--- config.mk ---
export PLATFORM = sky130hd
export DESIGN_NAME = video_timing_gen
export DESIGN_NICKNAME = d
export VERILOG_FILES = /design/src/rtl/video_timing_gen.sv
export SDC_FILE = /design/constraint.sdc
export NUM_CORES = 1
export LEC_CHECK = 0
export ABC_CLOCK_PERIOD_IN_PS = 1800
export CAP_MARGIN = 0
export CORE_MARGIN = 2
export CORE_UTILIZATION = 34
export DETAILED_ROUTE_END_ITERATION = 12
export GPL_TIMING_DRIVEN = 0
export PLACE_DENSITY_LB_ADDON = 0.12
export SLEW_MARGIN = 30
export SYNTH_ARGS = -nofsm -noshare
export SYNTH_HDL_FRONTEND = slang
export SYNTH_SLANG_ARGS = --single-unit
export TNS_END_PERCENT = 100
--- constraint.sdc ---
create_clock -name clk -period 1.8 [get_ports clk]
set_input_delay 0.18 -clock clk [delete_from_list [all_inputs] [get_ports clk]]
set_output_delay 0.18 -clock clk [all_outputs]
set_load 0.03 [all_outputs]
--- src/rtl/video_timing_gen.sv ---
`default_nettype none
// video_timing_gen: raster timing generator (counters, syncs, strobes, line prefetch request).
// Revision 1.0

module video_timing_gen #(
  parameter int H_ACTIVE = 1024,
  parameter int H_FRONT  = 48,
  parameter int H_SYNC   = 32,
  parameter int H_BACK   = 266,
  parameter int V_ACTIVE = 600,
  parameter int V_FRONT  = 3,
  parameter int V_SYNC   = 6,
  parameter int V_BACK   = 21,
  parameter bit H_POL    = 1'b1,
  parameter bit V_POL    = 1'b1,
  parameter int LEAD     = 16,
  localparam int H_TOTAL = H_ACTIVE + H_FRONT + H_SYNC + H_BACK,
  localparam int V_TOTAL = V_ACTIVE + V_FRONT + V_SYNC + V_BACK,
  localparam int HB      = $clog2(H_TOTAL),
  localparam int VB      = $clog2(V_TOTAL)
) (
  input  logic          clk,
  input  logic          reset,
  input  logic          ce,
  output logic          active,
  output logic          h_sync,
  output logic          v_sync,
  output logic          h_start,
  output logic          v_start,
  output logic          line_req,
  output logic          frame_end,
  output logic [HB-1:0] x,
  output logic [VB-1:0] y
);

  localparam int HS_START = H_ACTIVE + H_FRONT;
  localparam int HS_END   = HS_START + H_SYNC;
  localparam int VS_START = V_ACTIVE + V_FRONT;
  localparam int VS_END   = VS_START + V_SYNC;
  localparam int LR_H     = H_TOTAL - LEAD;

  if (H_ACTIVE < 1 || V_ACTIVE < 1 || H_SYNC < 1 || V_SYNC < 1) begin : g_bad_size
    $error("video_timing_gen: ACTIVE and SYNC parameters must be non-zero");
  end
  if (LEAD < 1 || LEAD > H_TOTAL - 1) begin : g_bad_lead
    $error("video_timing_gen: LEAD must lie in 1..H_TOTAL-1");
  end

  logic [HB-1:0] h_q, h_d;
  logic [VB-1:0] v_q, v_d;
  logic [31:0]   h_ext, v_ext;
  logic          h_last, v_last;

  logic          active_q, active_d;
  logic          h_sync_q, h_sync_d;
  logic          v_sync_q, v_sync_d;
  logic          h_start_q, h_start_d;
  logic          v_start_q, v_start_d;
  logic          line_req_q, line_req_d;
  logic          frame_end_q, frame_end_d;
  logic [HB-1:0] x_q, x_d;
  logic [VB-1:0] y_q, y_d;

  // Widen counters so comparisons against integer geometry never truncate
  // (e.g. a sync window ending exactly at H_TOTAL when the back porch is 0).
  assign h_ext = 32'(h_q);
  assign v_ext = 32'(v_q);

  always_comb begin
    h_last      = (h_ext == 32'(H_TOTAL - 1));
    v_last      = (v_ext == 32'(V_TOTAL - 1));
    h_d         = h_last ? '0 : h_q + HB'(1);
    v_d         = v_q;
    if (h_last) begin
      v_d = v_last ? '0 : v_q + VB'(1);
    end
    active_d    = (h_ext < 32'(H_ACTIVE)) && (v_ext < 32'(V_ACTIVE));
    h_sync_d    = ((h_ext >= 32'(HS_START)) && (h_ext < 32'(HS_END))) ? H_POL : ~H_POL;
    v_sync_d    = ((v_ext >= 32'(VS_START)) && (v_ext < 32'(VS_END))) ? V_POL : ~V_POL;
    h_start_d   = (h_ext == 32'd0) && (v_ext < 32'(V_ACTIVE));
    v_start_d   = (h_ext == 32'd0) && (v_ext == 32'd0);
    frame_end_d = h_last && v_last;
    // The last line of the frame requests line 0 of the following frame.
    line_req_d  = (h_ext == 32'(LR_H)) && (((v_ext + 32'd1) < 32'(V_ACTIVE)) || v_last);
    x_d         = h_q;
    y_d         = v_q;
  end

  always_ff @(posedge clk) begin
    if (reset) begin
      h_q         <= '0;
      v_q         <= '0;
      active_q    <= 1'b0;
      h_sync_q    <= ~H_POL;
      v_sync_q    <= ~V_POL;
      h_start_q   <= 1'b0;
      v_start_q   <= 1'b0;
      line_req_q  <= 1'b0;
      frame_end_q <= 1'b0;
      x_q         <= '0;
      y_q         <= '0;
    end else if (ce) begin
      h_q         <= h_d;
      v_q         <= v_d;
      active_q    <= active_d;
      h_sync_q    <= h_sync_d;
      v_sync_q    <= v_sync_d;
      h_start_q   <= h_start_d;
      v_start_q   <= v_start_d;
      line_req_q  <= line_req_d;
      frame_end_q <= frame_end_d;
      x_q         <= x_d;
      y_q         <= y_d;
    end
  end

  assign active    = active_q;
  assign h_sync    = h_sync_q;
  assign v_sync    = v_sync_q;
  assign h_start   = h_start_q;
  assign v_start   = v_start_q;
  assign line_req  = line_req_q;
  assign frame_end = frame_end_q;
  assign x         = x_q;
  assign y         = y_q;

endmodule

`default_nettype wire

# == Yosys cells after proc, flatten, opt, wreduce, memory -nomap -nowiden ==
# Index checks and enable logic that the tools add are counted.
# word_totals
register_bits,49
inputBits,3
out_inout_bits,28
elab_cells,39
# classes
add_sub_neg,3
magnitude_cmp,7
eq_ne,3
muxes,4
n_reduce_logical,11
# ops
op,count
logical NOT 32 bit,2
"equality test 11 bit, second input constant",2
"less-than comparator 11 bit, second input constant",2
"less-than comparator 10 bit, second input constant",2
"adder 10 x 1 -> 11 bit, second input constant",1
"adder 11 x 1 -> 11 bit, second input constant",1
"greater-or-equal comparator 11 bit, second input constant",1
"less-than comparator 11 x 10 -> 1 bit, second input constant",1
two-way mux 11 bit,1
"adder 10 x 1 -> 10 bit, second input constant",1
"equality test 10 bit, second input constant",1
"greater-or-equal comparator 10 bit, second input constant",1
two-way mux 10 bit,1
logical AND 1 bit,7
two-way mux 1 bit,2
AND reduction 2 bit,1
logical OR 1 bit,1

# == Logic depth before layout (Yosys ltp) ==
# Gate-level depths: netlist (run 1).
# depth
ltp_word,4
depth_mapped,8
depth_no_buf,7

# == Least setup slack after synthesis (run 1) ==
# Ideal clock, no wire load.
# synth_timing
kind,register to register
startpoint,register h_q[2]
endpoint,register v_q[7]
setup_ns,0.071
arrival_time_ns,1.754
required_time_ns,1.729
setup_slack_ns,-0.024
path_stages_with_launch,6
path_buffers,0
synth_period_minus_slack_ns,1.824
path_cell_list,dfxtp_1 or4_4 nor4_2 nand2b_1 or3_1 a21oi_1
# synth_between
elab_chain_len,2
# synth_lines
item,line_no,text
from (decl),49,"logic [HB-1:0] h_q, h_d;"
from (signal assigned),91,h_q <= '0;
from (signal assigned),103,h_q <= h_d;
equality test 11 bit,70,h_last = (h_ext == 32'(H_TOTAL - 1));
AND reduction 2 bit (no line),-,
to (signal assigned),104,v_q <= v_d;
to (decl),50,"logic [VB-1:0] v_q, v_d;"
# Every way passes these cells.
# A chain may end at the register's enable or synchronous reset.

# == Final worst setup path (run 1) ==
# layout_timing
startpoint,register h_q[9]
endpoint,register v_q[8]
# Same word-level chain as after synthesis.

==> metrics.md, run 1 <==
| Metric | Value |
|---|---|
| Startpoint Class | register |
| Top-count cell post-synth | dfxtp_1 |
| Routed Antenna Nets | 0 |
| CTS tree | done |
| M2 GR Usage | 23.3% |
| Crit Path Class | reg -> reg |
| Syn Nets | between 200 and 300 |
| Clock latency on the worst-skew pair | 0.30 ns |
| Clock Sinks | 49 |
| Initial core utilization | 35.0% |
| First-pass GRT wire length | roughly 10000 um |
| Maximum operating frequency | ~0.55 GHz |
| Final Hold Viols | 0 |
| Fillers | 697 |
| Vias | 2,027 |
| Setup violators final | 1 |
| Area occupied by registers | 1000 um2 |
| M1 GR Usage | between 20 and 30% |
| Post-synth top cells | dfxtp_1 (49), nor2_1 (38), mux2i_1 (21) |
| Core ar. | 6760 um2 |
| Worst Path Required | 2.04 ns |
| Synth area leader | dfxtp_1 |
| Maximum Capacitance Violations | 0 |
| Global Route Usage Sum | ~17% |
| Max Slew Vio Count | 0 |
| Clk network pwr share | 40.4% |
| RSZ-0062 raised after global routing | true |
| Overflow after GRT | 0 |
| # rows | 30 |
| Busiest grt layer | met1 |
| Yosys cell types | 44 |
| Final period utilization | 102% |
| Final WS setup | -0.0328 ns |
| Worst r2r src | h_q[9] |
| Sw Share | between 20% and 30% |
| Vias in the first global route | 1,897 |
| Fraction of registers with async set or reset after synthesis | 0% |
| Final Skew | 0.00741 ns |
| Root Driver | clkbuf_8 |
| EDFF count, synth | 0 |
| CP cell instances | or4_4 > nor4_4 > nand2b_1 > or3_1 > a21oi_2 |
| Min-delay src | reset |
| Max VDD drop | 0.353 mV |
| Synth area leaders | dfxtp_1 (41%), mux2i_1 (8.9%), nor2_1 (6.0%) |
| Die ar. | 7650 um2 |
| Pleak | 0.00110 uW |
| Hold WS | between 0.4 and 0.5 ns |
| CP Launch Point | h_q[9] |
| Layout Nets | 323 |
| Die W | 87.4 um |
| Multi-input logic area | 1330 um2 |
| Num CTS Buffers | 5 |
| Top_reg_cell synth | dfxtp_1 |
| Sequential cell area fraction in the yosys report | 41.4% |
| Logic pwr share | 5.8% |
| Pin count of the biggest net entering global routing | 15 |
| Clock buffer depth | 2 |
| Slew HR | 61.1% |
| Initial antenna violation count | 0 |
| 1st-pass router iterations | 4 |
| Starting DRT DRC Count | 108 |
| Synth Register Bits | 49 |
| Critical path endpoint category | register |
| TNS Setup | -0.0328 ns |
| Die H | 87.4 um |
| Vias per cell | 5.17 |
| Synth Instances | 275 |
| I/O Pins | 31 |
| Critical Path Fanout Max | 5 |
| Critical Path AT | around 2.1 ns |
| Fin crit period | 1.83 ns |
| DRC Markers | 0 |
| Avg Inst Size Synth | 8.61 um2 |
| Final Total Pwr | 2040 uW |
| Reg power frac | 53.8% |
| Failing checks | setup timing |
| Wire per inst | 15.4 um |
| Finished Layout Cells | 392 |
| NetSw | 459 uW |
| Crit-path max cell delay | approximately 0.56 ns |
| Worst-Margin Slew | 0.583 ns |
| Final wirelength | between 6000 and 7000 um |
| Dpl ws | -0.604 ns |
| Critical path's slowest cell | or4_4 |
| Internal | between 1500 and 2000 uW |
| CTS HTree Levels | 2 |
| Number of port buffers | 29 |
| Hpwl dp | 4130 um |
| Ys Warns | 0 |
| Outcome | finished with violations |
| Gp weighted congestion | 0.785 |
| Clock slew at reported path FFs | roughly 0.090 ns |
| Pwr/cell area | 686 nW/um2 |
| GRT met3 Usage | 3.51% |
| Area growth, synth to finish | 25.8% |
| Worst hold path type | in -> reg |
| Synthesized area | 2370 um2 |
| Fraction of layout instances using a drive strength above 1 | 14.1% |
| Ant. Diodes | 0 |
| Synth top area share | between 40% and 50% |
| Reg2reg setup slack | -0.03 ns |
| Placed Cells | 384 |
==> cells by family after synthesis <==
group / count (synthesis) / share of synthesized area (%)
and+or+nand+nor: 113 / 25.2
DFF: 49 / 41.4
AOI/OAI and AO/OA: 43 / 10.9
buffers and inverters: 29 / 4.70
muxes: 22 / 9.36
xor gates and xnor gates: 10 / 3.70
adders and majority gates: 9 / 4.76
==> layer usage <==
| layer | routed length [um] | vias up | share of wire, % |
|---|---|---|---|
| li1 | - | 1035 | - |
| met1 | 3230 | 945 | 54 |
| met2 | 2560 | 42 | 42 |
| met3 | 179 | 5 | 3.0 |
| met4 | 61 | 0 | 1.0 |
| met5 | 0 | - | 0 |
==> final timing paths <==
path	cells past startpoint	endpoint
worst min register to register	2	x[10]
worst max register to register	5	v_q[8]
worst max-delay path	5	v_q[8]
worst min-delay path	3	line_req
==> sequential cells by signal (all words and copies together) (netlist names), 10 cells and up <==
signal and flops:
h_q 11, x 11, v_q 10, y 10
==> power groups by stage <==
stage	clock network, uW	logic, uW	registers, uW
5_1_grt	900	130	1100
6_report	826	118	1100
3_3_place_gp	0	118	1130
4_1_cts	855	119	1100
2_1_floorplan	0	65.4	1140
3_5_place_dp	0	119	1130
==> cells in the final DEF, fill, tap and decap left out, types with 6 or more instances in the layout <==
cell	n
nand2_1	19
xor2_1	7
dfxtp_1	40
o21ai_0	8
mux2i_1	21
nor2_1	38
buf_4	7
inv_1	8
ha_1	9
a21oi_1	18
nand3_1	9
clkbuf_8	6
and3_1	6
clkbuf_1	9
dfxtp_2	6
clkdlybuf4s50_1	29
==> area by class of cell <==
type | instances | share of cell area, %
multi-input combinational | 197 | 44.6
sequential | 49 | 33.6
timing repair buffer | 36 | 11.5
tap | 80 | 3.36
clock buffer | 7 | 2.90
buffer | 14 | 2.10
clock inverter | 1 | 1.01
inverter | 8 | 1.01
==> repair_timing <==
item / in CTS / in global routing
resized for setup: 17 / 18
endpoints found under the setup margin: 44 / 21
setup buffers: 3 / 4
hold buffers: 0 / 0
pin swaps: 9 / 1
==> through the flow <==
stage / util (%) / cell area [um2]
6_report: 44.1 / 2980
5_1_grt: 44.1 / 2980
4_1_cts: 43.3 / 2930
3_5_place_dp: 40.9 / 2770
3_3_place_gp: 40.9 / 2770
2_1_floorplan: - / 2380
==> critical path: cells and delay by family (launching register included) <==
| family | cells | cell delay (ns) |
|---|---|---|
| DFF | 1 | 0.37 |
| AOI/OAI and AO/OA | 1 | 0.14 |
| and+or+nand+nor | 4 | 1.25 |
Note: power is estimated with default switching activity, not from simulation.
==> inputs of run 2 (changes only) <==
--- a/config.mk
+++ b/config.mk
@@ -10,6 +10,7 @@
 export CORE_MARGIN = 2
 export CORE_UTILIZATION = 34
 export DETAILED_ROUTE_END_ITERATION = 12
+export GPL_ROUTABILITY_DRIVEN = 0
 export GPL_TIMING_DRIVEN = 0
 export PLACE_DENSITY_LB_ADDON = 0.12
 export SLEW_MARGIN = 30
==> results of run 2 <==
Final layout, timing and power as in run 1 (identical DEF).
